[src/rtl/universal_shift_register.sv]
// Universal shift register: parallel load plus a counted multi-step shift/rotate
// operation with a busy/done handshake. Steps are applied one per clock while busy.
module universal_shift_register #(
  parameter int unsigned      WIDTH   = 8,
  parameter int unsigned      CNT_W   = 4,
  parameter logic [WIDTH-1:0] RST_VAL = {{(WIDTH-1){1'b0}}, 1'b1}
) (
  input  logic             clk,
  input  logic             rst,
  input  logic [WIDTH-1:0] D0,
  input  logic             load,
  input  logic             start,
  input  logic [2:0]       mode,
  input  logic [CNT_W-1:0] amount,
  input  logic             sin,
  output logic [WIDTH-1:0] Q,
  output logic             sout,
  output logic             busy,
  output logic             done
);

  typedef enum logic [1:0] {
    StIdle  = 2'd0,
    StShift = 2'd1,
    StDone  = 2'd2
  } state_e;

  localparam logic [2:0] ModeShl  = 3'b000;
  localparam logic [2:0] ModeShr  = 3'b001;
  localparam logic [2:0] ModeRotl = 3'b010;
  localparam logic [2:0] ModeRotr = 3'b011;
  localparam logic [2:0] ModeAsr  = 3'b100;

  state_e           state_q, state_d;
  logic [CNT_W-1:0] cnt_q, cnt_d;
  logic [2:0]       mode_q, mode_d;
  logic [WIDTH-1:0] q_q, q_d;
  logic             sout_q, sout_d;

  // Next-state logic: IDLE accepts load/start, SHIFT applies one step per edge.
  always_comb begin
    state_d = state_q;
    cnt_d   = cnt_q;
    mode_d  = mode_q;
    q_d     = q_q;
    sout_d  = sout_q;
    unique case (state_q)
      StIdle: begin
        if (load) begin
          q_d = D0;
        end else if (start) begin
          if (amount == '0) begin
            state_d = StDone;
          end else begin
            mode_d  = mode;
            cnt_d   = amount;
            state_d = StShift;
          end
        end
      end
      StShift: begin
        // Reserved modes still consume a step but leave Q and sout untouched.
        case (mode_q)
          ModeShl: begin
            q_d    = {q_q[WIDTH-2:0], sin};
            sout_d = q_q[WIDTH-1];
          end
          ModeShr: begin
            q_d    = {sin, q_q[WIDTH-1:1]};
            sout_d = q_q[0];
          end
          ModeRotl: begin
            q_d    = {q_q[WIDTH-2:0], q_q[WIDTH-1]};
            sout_d = q_q[WIDTH-1];
          end
          ModeRotr: begin
            q_d    = {q_q[0], q_q[WIDTH-1:1]};
            sout_d = q_q[0];
          end
          ModeAsr: begin
            q_d    = {q_q[WIDTH-1], q_q[WIDTH-1:1]};
            sout_d = q_q[0];
          end
          default: begin
            q_d    = q_q;
            sout_d = sout_q;
          end
        endcase
        cnt_d = cnt_q - CNT_W'(1);
        if (cnt_q == CNT_W'(1)) begin
          state_d = StDone;
        end
      end
      StDone: begin
        state_d = StIdle;
      end
      default: begin
        state_d = StIdle;
      end
    endcase
  end

  // State register with synchronous reset; reset aborts any operation in flight.
  always_ff @(posedge clk) begin
    if (rst) begin
      state_q <= StIdle;
      cnt_q   <= '0;
      mode_q  <= '0;
      q_q     <= RST_VAL;
      sout_q  <= 1'b0;
    end else begin
      state_q <= state_d;
      cnt_q   <= cnt_d;
      mode_q  <= mode_d;
      q_q     <= q_d;
      sout_q  <= sout_d;
    end
  end

  assign Q    = q_q;
  assign sout = sout_q;
  assign busy = (state_q == StShift);
  assign done = (state_q == StDone);

endmodule

[config.mk]
export PLATFORM = sky130hd
export DESIGN_NAME = universal_shift_register
export DESIGN_NICKNAME = d
export VERILOG_FILES = /design/src/rtl/universal_shift_register.sv
export SDC_FILE = /design/constraint.sdc
export NUM_CORES = 1
export LEC_CHECK = 0
export CORE_MARGIN = 4
export CORE_UTILIZATION = 35
export CTS_CLUSTER_DIAMETER = 150
export DETAILED_ROUTE_END_ITERATION = 16
export PLACE_DENSITY_LB_ADDON = 0.25
export SLEW_MARGIN = 40
export SYNTH_ARGS = -nofsm -noshare
export SYNTH_HDL_FRONTEND = slang
export SYNTH_SLANG_ARGS = --single-unit
[constraint.sdc]
create_clock -name clk -period 1.45 [get_ports clk]
set_input_delay 0.3625 -clock clk [delete_from_list [all_inputs] [get_ports clk]]
set_output_delay 0.3625 -clock clk [all_outputs]
set_load 0.005 [all_outputs]
==> results of run 1 <==
flip-flops by register name (all words and copies together) (netlist names):
signal and cells:
sout 1, Q 8, mode_q 3, state_q 2
cnt_q 4
synth_stat cells (2+ instances only):
library cell | instances | share of area (%)
o211ai_1 | 4 | 2.5
mux2_4 | 2 | 2.5
buf_1 | 2 | 0.63
nand2b_1 | 3 | 1.6
mux2i_1 | 10 | 8.4
inv_1 | 8 | 2.5
mux2_2 | 3 | 2.8
dfxtp_1 | 18 | 30
nor3_1 | 2 | 0.84
a21oi_1 | 9 | 3.8
nor2b_1 | 8 | 4.2
nor2_1 | 9 | 2.8
nand2_1 | 6 | 1.9
o21ai_0 | 7 | 2.9
clkbuf_1 | 5 | 1.6
or2_2 | 3 | 1.6
or4_1 | 3 | 1.9
ha_1 | 2 | 2.1
nor4b_1 | 6 | 4.4
a221o_1 | 7 | 5.8
o31ai_1 | 2 | 1.3
tightest hold or removal path, delay by kind of cell (launching register included):
kind	cells	cell delay [ns]
and+or+nand+nor	1	0.11
AOI/OAI and AO/OA	1	0.07
DFF	1	0.34
final timing paths:
kind              endpoint  depth (start not counted)
setup / recovery      Q[5]                          4
hold / removal    cnt_q[3]                          2
setup reg to reg      Q[5]                          4
hold reg to reg   cnt_q[3]                          2
stage by stage:
step	util [%]	hold WS, ns	worst slack [ns]	std cells	setup TNS (ns)
finish	63.9	0.560	-0.0342	246	-0.0342
global route	63.9	0.571	-0.0772	246	-0.0802
CTS	62.3	0.553	-0.0407	245	-0.0407
detailed placement	55.5	0.510	-0.640	232	-6.91
global placement	55.5	0.500	-0.526	232	-6.34
floorplan	-	0.469	-0.128	140	-0.318
cell type report:
cell class	instances	area share [%]
inverter	8	1.49
sequential	18	19.5
multi-input combinational	104	43.5
tap	44	2.73
clock buffer	4	1.80
timing repair buffer	68	30.9
logic make-up (layout without fill, tap and decap cells):
group / after synthesis / in the layout / share of synthesized area (%)
simple gates: 47 / 47 / 23.4
compound gates: 40 / 40 / 24.1
flops: 18 / 18 / 30.1
buf+inv: 18 / 80 / 6.68
mux: 15 / 15 / 13.7
fa+ha+maj: 2 / 2 / 2.09
power by group through the flow:
stage | Sequential (mW) | Combinational [mW] | Clock, mW
floorplan | 0.590 | 0.245 | 0
global placement | 0.595 | 0.457 | 0
detailed placement | 0.596 | 0.469 | 0
CTS | 0.574 | 0.549 | 0.336
global route | 0.583 | 0.629 | 0.351
finish | 0.578 | 0.578 | 0.324
repair_timing:
item	CTS	global route
gates resized for setup	56	17
cloned	1	0
hold buffers	0	0
setup buffers	8	1
endpoints found under the setup margin	28	15
pin swaps	8	8
layer usage:
| layer | global-route usage, % | share of wire, % | vias to the layer above |
|---|---|---|---|
| li1 | - | - | 649 |
| met1 | 22.6 | 45 | 630 |
| met3 | 4.89 | 4.5 | 4 |
| met2 | 30.4 | 49 | 34 |
| met4 | 8.12 | 1.3 | 0 |
| met5 | 0 | 0 | - |
==> impl_metrics.sql, run 1 <==
INSERT INTO impl_metrics (metric_group, metric, value, unit) VALUES
('global_route', 'grt-ovfl-total', '0', ''),
('synthesis', 'synth.avg_cell_area', '8.56', 'µm²'),
('finish', 'layout_common_cells', 'buf_4, clkdlybuf4s50_1, dlygate4sd2_1, dfxtp_2, mux2i_1', ''),
('setup_path', 'required_arrival_time_at_the_worst_endpoint', '1.65', 'ns'),
('synthesis', 'netlist_area', '0.00120', 'mm²'),
('setup_path', 'buf_inv_stages_crit_path', '0', ''),
('setup_path', 'worst_path_largest_cell_delay', '0.35', 'ns'),
('floorplanning', 'initial_utilization', '38.0', '%'),
('hold_path', 'hold_path_class', 'reg -> reg', ''),
('power_and_ir_drop', 'power-per-cell-area', '735', 'mW/mm²'),
('outcome', 'run_status', 'complete, but fails checks', ''),
('synthesis', 'synth_edf_count', '0', ''),
('sta', 'grt_setup_unrepaired', 'true', ''),
('outcome', 'failed_checks', 'setup timing', ''),
('sta', 'achievable-frequency', '674', 'MHz'),
('detailed_routing', 'dr.first_iter.drc_count', '59', ''),
('setup_path', 'critical_path.max_fanout', '3', ''),
('floorplanning', 'placementRows', '20', ''),
('sta', 'slew_headroom', '75.8', '%'),
('synthesis', 'synth_cell_types', '42', ''),
('cts', 'clk_latency', '0.31', 'ns'),
('sta', 'fin_ws', '-0.0342', 'ns'),
('power_and_ir_drop', 'p_comb_share', '39.1', '%'),
('setup_path', 'startpoint_of_the_worst_slack_reg_to_reg_timing_path', 'mode_q[1]', ''),
('finish', 'layout.cells.most_common', 'buf_4', ''),
('power_and_ir_drop', 'total_leakage_power', '0.887', 'nW'),
('sta', 'timing.final.setup_violations', '1', ''),
('global_route', 'maximum_number_of_pins_on_one_net_before_global_route_repair', '13', ''),
('synthesis', 'synth_seq_cells', '18', ''),
('power_and_ir_drop', 'worst_ir_drop_vdd', '502', 'µV'),
('detailed_routing', 'post_drt_via_cell_ratio', '5.35', ''),
('sta', 'report.final.hold_viol_count', '0', ''),
('place', 'dpl-instance-area', '0.00175', 'mm²'),
('cts', 'cts_made_buffers', '3', ''),
('detailed_routing', 'num_vias', '1317', ''),
('synthesis', 'syn_inst', '140', ''),
('synthesis', 'synth_async_sr_flop_share', '0', '%'),
('finish', 'antenna_cells_inserted', '0', ''),
('cts', 'cts_num_sinks', '18', ''),
('setup_path', 'regToRegSetupSlack', '-0.03', 'ns'),
('synthesis', 'synth_warnings', '0', ''),
('cts', 'cts_tree', 'yes', ''),
('finish', 'finished_cell_area', '0.00201', 'mm²'),
('place', 'gp_routability_congestion', '0.852', ''),
('power_and_ir_drop', 'reg_power_share', '39.1', '%'),
('power_and_ir_drop', 'internal-power', '1.03', 'mW'),
('global_route', 'global_route.usage.total', '18.5', '%'),
('setup_path', 'arrival', '1.69', 'ns'),
('detailed_routing', 'drt_first_pass_iters', '4', ''),
('detailed_routing', 'routed_wirelength', '3.86', 'mm'),
('finish', 'seq_area', '393', 'µm²'),
('sta', 'fin_skew', '0.00540', 'ns'),
('detailed_routing', 'wl_per_cell', '15.7', 'µm'),
('sta', 'worst_pin_slew', '0.358', 'ns'),
('floorplanning', 'die_wd', '66.5', 'µm'),
('setup_path', 'path_class', 'reg -> reg', ''),
('place', 'portBuffers', '30', ''),
('synthesis', 'syn_nets', '162', ''),
('detailed_routing', 'route.antenna.remaining_nets', '0', ''),
('setup_path', 'timing.critical_path.from', 'mode_q[1]', ''),
('cts', 'path_clk_slew', '0.11', 'ns'),
('flow_run', 'drv.max_cap_violation_count', '0', ''),
('power_and_ir_drop', 'switching_share', '30.5', '%'),
('finish', 'flow.area_growth_from_synthesis', '68.1', '%'),
('hold_path', 'worstHoldStart', 'cnt_q[3]', ''),
('setup_path', 'setup.worst_path.end_class', 'register', ''),
('cts', 'number_of_h_tree_branching_levels', '1', ''),
('setup_path', 'critical_path_most_common_cell', 'mux2_4', ''),
('global_route', 'grt_antenna_before_repair', '0', ''),
('global_route', 'number_of_global_route_vias_before_repair', '1329', ''),
('finish', 'post_route_cells_drive_above_1_share', '43.1', '%');
Note: power is estimated with default switching activity, not from simulation.
==> run 2: changes to the inputs <==
--- a/config.mk
+++ b/config.mk
@@ -6,10 +6,11 @@
 export NUM_CORES = 1
 export LEC_CHECK = 0
 export CORE_MARGIN = 4
-export CORE_UTILIZATION = 35
+export CORE_UTILIZATION = 45
+export CTS_BUF_LIST = sky130_fd_sc_hd__clkbuf_4
 export CTS_CLUSTER_DIAMETER = 150
 export DETAILED_ROUTE_END_ITERATION = 16
-export PLACE_DENSITY_LB_ADDON = 0.25
+export PLACE_DENSITY = 0.78
 export SLEW_MARGIN = 40
 export SYNTH_ARGS = -nofsm -noshare
 export SYNTH_HDL_FRONTEND = slang
==> impl_metrics.sql, run 2 (synthesis results as in run 1) <==
INSERT INTO impl_metrics (metric_group, metric, value, unit) VALUES
('setup_path', 'worst_path_dominant_cell_family', 'simple AND/OR/NAND/NOR gates', ''),
('global_route', 'maximum_number_of_pins_on_one_net_before_global_route_repair', '13', ''),
('power_and_ir_drop', 'worst_ir_drop_vdd', '646', 'µV'),
('outcome', 'run_status', 'complete, but fails checks', ''),
('setup_path', 'path_class', 'reg -> reg', ''),
('floorplanning', 'ioPinCount', '31', ''),
('floorplanning', 'die_wd', '59.6', 'µm'),
('setup_path', 'setup.worst_path.end_class', 'register', ''),
('cts', 'number_of_h_tree_branching_levels', '1', ''),
('finish', 'final_core_utilization', '79.9', '%'),
('setup_path', 'critical_path.max_fanout', '3', ''),
('power_and_ir_drop', 'power-per-cell-area', '721', 'mW/mm²'),
('sta', 'grt_setup_unrepaired', 'true', ''),
('detailed_routing', 'wl_per_cell', '16.8', 'µm'),
('global_route', 'number_of_global_route_vias_before_repair', '1417', ''),
('global_route', 'grt_antenna_before_repair', '0', ''),
('finish', 'layout_common_cells', 'buf_4, clkdlybuf4s50_1, mux2i_1, dlygate4sd2_1, dfxtp_4', ''),
('sta', 'post-route-min-period', '1.51', 'ns'),
('flow_run', 'drv.max_cap_violation_count', '0', ''),
('setup_path', 'arrival', '1.72', 'ns'),
('sta', 'layout_worst_path_cycle_share', '104', '%'),
('detailed_routing', 'route.antenna.remaining_nets', '0', ''),
('detailed_routing', 'num_vias', '1439', ''),
('sta', 'slew_headroom', '77.1', '%'),
('outcome', 'failed_checks', 'setup timing', ''),
('finish', 'antenna_cells_inserted', '0', ''),
('global_route', 'grt-ovfl-total', '0', ''),
('detailed_routing', 'routed_wirelength', '4.07', 'mm'),
('finish', 'post_route_cells_drive_above_1_share', '47.2', '%'),
('sta', 'report.final.hold_viol_count', '0', ''),
('cts', 'cts_tree', 'yes', ''),
('detailed_routing', 'drt_first_pass_iters', '4', ''),
('finish', 'flow.area_growth_from_synthesis', '66.6', '%'),
('setup_path', 'buf_inv_stages_crit_path', '1', ''),
('floorplanning', 'placeableCoreArea', '0.00250', 'mm²'),
('sta', 'achievable-frequency', '664', 'MHz'),
('sta', 'hold_ws', '0.473', 'ns'),
('setup_path', 'critPathLaunchType', 'register', ''),
('floorplanning', 'floorplan.die.height', '59.6', 'µm'),
('cts', 'root_buffer', 'clkbuf_4', ''),
('setup_path', 'required_arrival_time_at_the_worst_endpoint', '1.66', 'ns'),
('global_route', 'global_route.usage.total', '22.5', '%'),
('cts', 'clk_latency', '0.31', 'ns'),
('hold_path', 'hold_path_class', 'in -> reg', ''),
('sta', 'timing_max_transition_violations_final', '0', ''),
('floorplanning', 'placementRows', '18', ''),
('finish', 'largest_reg_flops', '8', ''),
('setup_path', 'cpMaxStageDelayCell', 'or4_4', ''),
('cts', 'cts_made_buffers', '3', ''),
('setup_path', 'worst_path_largest_cell_delay', '0.50', 'ns'),
('sta', 'timing.final.setup_violations', '5', ''),
('finish', 'layout.cells.most_common', 'buf_4', ''),
('place', 'place_worst_setup_slack', '-0.574', 'ns'),
('sta', 'fin_skew', '0.00579', 'ns'),
('cts', 'ctsHoldBuffers', '0', ''),
('cts', 'cts_num_sinks', '18', ''),
('cts', 'cts_buffer_depth', '2', ''),
('detailed_routing', 'post_drt_via_cell_ratio', '5.95', ''),
('floorplanning', 'initial_utilization', '47.9', '%'),
('global_route', 'grt_first_pass_wirelength', '6.21', 'mm'),
('detailed_routing', 'detailed_route_drc_error_count', '0', ''),
('cts', 'path_clk_slew', '0.12', 'ns'),
('floorplanning', 'die_ar', '0.00355', 'mm²'),
('setup_path', 'crit_chain', 'buf_6 > or4_4 > nor2_2 > a31oi_1 > o31ai_1', ''),
('place', 'gp_routability_congestion', '0.927', ''),
('sta', 'worst_pin_slew', '0.341', 'ns'),
('place', 'place.detailed.hpwl', '2.75', 'mm'),
('power_and_ir_drop', 'total_leakage_power', '0.913', 'nW'),
('finish', 'finalNetCount', '235', ''),
('detailed_routing', 'dr.first_iter.drc_count', '68', ''),
('sta', 'fin_ws', '-0.0560', 'ns'),
('place', 'portBuffers', '30', '');
==> run 2: cell count changes in the layout (fill, tap and decap cells not counted), sizes merged <==
cell	delta
bufbuf	-1
buf	+13
clkbuf	+1
dlygate4sd2	-2
clkdlybuf4s15	-2
clkinv	+1
==> run 2: path summary, 6_finish.rpt <==
kind / start / endpoint / slack [ns] / cells after the start
setup / recovery: cnt_q[0] / cnt_q[3] / -0.06 / 5
hold / removal: amount[1] / state_q[1] / 0.47 / 4
setup reg to reg: cnt_q[0] / cnt_q[3] / -0.06 / 5
hold reg to reg: sout / sout / 0.53 / 2
==> run 2: layout make-up <==
class,count,area (µm²)
multi-input cells,104,856
repair buffers,78,642
fillers,155,503
flip-flops and latches,18,403
well taps,30,37.5
inverters,8,32.5
clock buffers,3,22.5
clock inverters,1,3.75
==> run 2: what timing repair did <==
item / CTS / global route
gates resized for setup: 59 / 21
buffers inserted: 11 / 6
endpoints found under the setup margin: 28 / 17
pin swaps: 7 / 14
cloned: 0 / 0
==> run 2: layer usage <==
| layer | global-route usage (%) | up-vias | routed length [µm] |
|---|---|---|---|
| met5 | 0 | - | 0 |
| met1 | 25.5 | 701 | 1600 |
| met3 | 4.58 | 9 | 243 |
| met2 | 40.1 | 57 | 2170 |
| li1 | - | 672 | - |
| met4 | 9.81 | 0 | 61 |
==> run 2: where the power goes <==
group          switching [mW]  total, mW  internal (mW)  leakage, nW
logic                   0.253      0.583          0.330        0.741
registers              0.0382      0.577          0.539        0.156
clock network           0.180      0.281          0.101       0.0154
==> run 2: metrics by stage <==
step / total power [mW] / instance area, µm² / cells / setup TNS (ns)
6_report: 1.44 / 2000 / 242 / -0.124
5_1_grt: 1.52 / 2000 / 242 / -0.661
4_1_cts: 1.37 / 1910 / 237 / -0.0776
3_5_place_dp: 1.07 / 1750 / 222 / -7.46
3_3_place_gp: 1.05 / 1750 / 222 / -6.85
2_1_floorplan: 0.835 / 1230 / 140 / -0.318
==> run 2: worst register-to-register path, delay by kind of cell, from the launching register on <==
family | cells | cell delay (ns)
flip-flops | 1 | 0.35
AO/OA/AOI/OAI | 2 | 0.34
buffers and inverters | 1 | 0.11
AND/OR/NAND/NOR | 2 | 0.61
==> run 3: changes to the inputs <==
--- a/config.mk
+++ b/config.mk
@@ -6,11 +6,11 @@
 export NUM_CORES = 1
 export LEC_CHECK = 0
 export CORE_MARGIN = 4
-export CORE_UTILIZATION = 45
+export CORE_UTILIZATION = 50
 export CTS_BUF_LIST = sky130_fd_sc_hd__clkbuf_4
 export CTS_CLUSTER_DIAMETER = 150
 export DETAILED_ROUTE_END_ITERATION = 16
-export PLACE_DENSITY = 0.78
+export PLACE_DENSITY = 0.82
 export SLEW_MARGIN = 40
 export SYNTH_ARGS = -nofsm -noshare
 export SYNTH_HDL_FRONTEND = slang
==> constraint.sdc (replaced) <==
create_clock -name clk -period 1.7 [get_ports clk]
set_input_delay 0.425 -clock clk [delete_from_list [all_inputs] [get_ports clk]]
set_output_delay 0.425 -clock clk [all_outputs]
set_load 0.005 [all_outputs]
==> impl_metrics.sql, run 3 (synthesis results as in run 1) <==
INSERT INTO impl_metrics (metric_group, metric, value, unit) VALUES
('setup_path', 'required_arrival_time_at_the_worst_endpoint', '1.88', 'ns'),
('place', 'place.detailed.instances', '210', ''),
('global_route', 'groute.layer.met3.usage', '3.85', '%'),
('sta', 'hold_ws', '0.537', 'ns'),
('sta', 'slew_headroom', '69.1', '%'),
('cts', 'path_clk_slew', '0.11', 'ns'),
('cts', 'cts_buffer_depth', '2', ''),
('finish', 'antenna_cells_inserted', '0', ''),
('place', 'portBuffers', '30', ''),
('setup_path', 'critPathLaunchType', 'primary input', ''),
('cts', 'cts_tree', 'yes', ''),
('detailed_routing', 'routed_wirelength', '3.73', 'mm'),
('detailed_routing', 'detailed_route_drc_error_count', '0', ''),
('detailed_routing', 'num_vias', '1327', ''),
('floorplanning', 'die_wd', '57.0', 'µm'),
('finish', 'largest_reg_flops', '8', ''),
('floorplanning', 'initial_utilization', '53.2', '%'),
('cts', 'clk_latency', '0.29', 'ns'),
('finish', 'post_route_cells_drive_above_1_share', '27.7', '%'),
('cts', 'number_of_h_tree_branching_levels', '1', ''),
('finish', 'layout.cells.non_filler', '216', ''),
('global_route', 'global_route.usage.total', '22.5', '%'),
('setup_path', 'cpMaxStageDelayCell', 'clkdlybuf4s50_1', ''),
('cts', 'root_buffer', 'clkbuf_4', ''),
('floorplanning', 'die_ar', '0.00324', 'mm²'),
('floorplanning', 'placementRows', '17', ''),
('floorplanning', 'ioPinCount', '31', ''),
('detailed_routing', 'drt_first_pass_iters', '4', ''),
('sta', 'post-route-min-period', '1.68', 'ns'),
('place', 'place.detailed.hpwl', '2.69', 'mm'),
('sta', 'timing_max_transition_violations_final', '0', ''),
('detailed_routing', 'wl_per_cell', '17.3', 'µm'),
('setup_path', 'path_class', 'in -> reg', ''),
('setup_path', 'setup.worst_path.end_class', 'register', ''),
('place', 'gp_routability_congestion', '0.911', ''),
('finish', 'finalNetCount', '211', ''),
('sta', 'grt_setup_unrepaired', 'true', ''),
('floorplanning', 'placeableCoreArea', '0.00225', 'mm²'),
('setup_path', 'buf_inv_stages_crit_path', '2', ''),
('setup_path', 'arrival', '1.87', 'ns'),
('setup_path', 'worst_path_largest_cell_delay', '0.47', 'ns'),
('finish', 'flow.area_growth_from_synthesis', '43.7', '%'),
('global_route', 'grt_antenna_before_repair', '0', ''),
('global_route', 'number_of_global_route_vias_before_repair', '1313', ''),
('finish', 'number_of_filler_instances_in_the_final_layout', '170', ''),
('outcome', 'run_status', 'completed', ''),
('setup_path', 'worst_path_dominant_cell_family', 'buffers and inverters', ''),
('power_and_ir_drop', 'post-layout-total-power', '1.11', 'mW'),
('global_route', 'grt-ovfl-total', '0', ''),
('detailed_routing', 'post_drt_via_cell_ratio', '6.14', ''),
('global_route', 'met2_usage', '42.3', '%'),
('finish', 'layout_common_cells', 'clkdlybuf4s50_1, buf_4, mux2i_1, nor2_1', ''),
('detailed_routing', 'dr.first_iter.drc_count', '46', ''),
('cts', 'cts_num_sinks', '18', ''),
('sta', 'layout_worst_path_cycle_share', '99.0', '%'),
('setup_path', 'crit_chain', 'clkdlybuf4s50_1 > or2_2 > o211ai_2 > buf_4 > nor4b_1 > a221o_1', ''),
('sta', 'report.final.hold_viol_count', '0', ''),
('power_and_ir_drop', 'total_leakage_power', '0.740', 'nW'),
('floorplanning', 'floorplan.die.height', '57.0', 'µm'),
('global_route', 'maximum_number_of_pins_on_one_net_before_global_route_repair', '13', ''),
('global_route', 'grt_first_pass_wirelength', '5.85', 'mm'),
('flow_run', 'drv.max_cap_violation_count', '0', ''),
('sta', 'worst_pin_slew', '0.461', 'ns'),
('cts', 'cts_made_buffers', '3', ''),
('sta', 'achievable-frequency', '594', 'MHz'),
('finish', 'seq_area', '378', 'µm²'),
('finish', 'multiInputGateArea', '773', 'µm²'),
('power_and_ir_drop', 'power-per-cell-area', '646', 'mW/mm²'),
('setup_path', 'critical_path.max_fanout', '6', ''),
('global_route', 'grt_busiest_layer', 'met2', ''),
('finish', 'layout.cells.most_common', 'clkdlybuf4s50_1', ''),
('sta', 'fin_skew', '0.00253', 'ns'),
('sta', 'timing.final.setup_violations', '0', ''),
('detailed_routing', 'route.antenna.remaining_nets', '0', ''),
('global_route', 'global_route.usage.met1', '25.9', '%'),
('hold_path', 'hold_path_class', 'reg -> reg', ''),
('power_and_ir_drop', 'worst_ir_drop_vdd', '431', 'µV');
[run 3: cell count changes in the layout (fill, tap and decap cells not counted), moves of 3 or more]
cell	change
buf_4	-20
buf_6	-4
clkdlybuf4s50_1	+10
dfxtp_1	+6
dfxtp_4	-7
dlygate4sd2_1	-7
o21ai_0	+3
[run 3: per-layer routing]
layer / vias up / share of wire (%)
met5: - / 0
met4: 0 / 1.6
met3: 9 / 8.2
met2: 74 / 51
met1: 620 / 39
li1: 624 / -
[run 3: through the flow]
stage,utilization [%],instance area (µm²),setup WS [ns],TNS [ns]
floorplan,-,1200,0.0658,0
global placement,73.1,1650,-0.318,-4.13
CTS,75.5,1700,0.00379,0
detailed placement,73.1,1650,-0.398,-4.87
finish,76.4,1720,0.0169,0
global route,76.4,1720,-0.0291,-0.108
[run 3: cell type report]
type	count	share of cell area (%)
Clock inverter	1	0.218
Multi-Input combinational cell	104	44.9
Tap cell	28	2.03
Sequential cell	18	21.9
Timing Repair Buffer	54	27.9
Clock buffer	3	1.31
Inverter	8	1.74
[run 3: final timing paths]
kind	startpoint	endpoint	slack (ns)	cells after the start
setup / recovery	load	Q[3]	0.02	6
setup reg to reg	mode_q[1]	Q[3]	0.07	5
hold reg to reg	sout	sout	0.54	2
hold / removal	sout	sout	0.54	2
[run 3: worst register-to-register path: stages (launching register included)]
cell and delay, ns:
dfxtp_1 0.37, o21ai_1 0.34, o211ai_2 0.18, buf_4 0.20, nor4b_1 0.31, a221o_1 0.18
[run 3: power by group]
part	leakage [nW]	switching, mW	internal [mW]	total, mW
Combinational	0.573	0.161	0.216	0.377
Sequential	0.152	0.0501	0.464	0.514
Clock	0.0154	0.137	0.0854	0.222
Total	0.740	0.348	0.765	1.11
[run 3: repair_timing]
| action | CTS | global route |
|---|---|---|
| cloned | 0 | 0 |
| endpoints found under the setup margin | 9 | 15 |
| hold buffers | 0 | 0 |
| setup buffers | 2 | 0 |
| gates resized for setup | 11 | 14 |
| pin swaps | 4 | 2 |
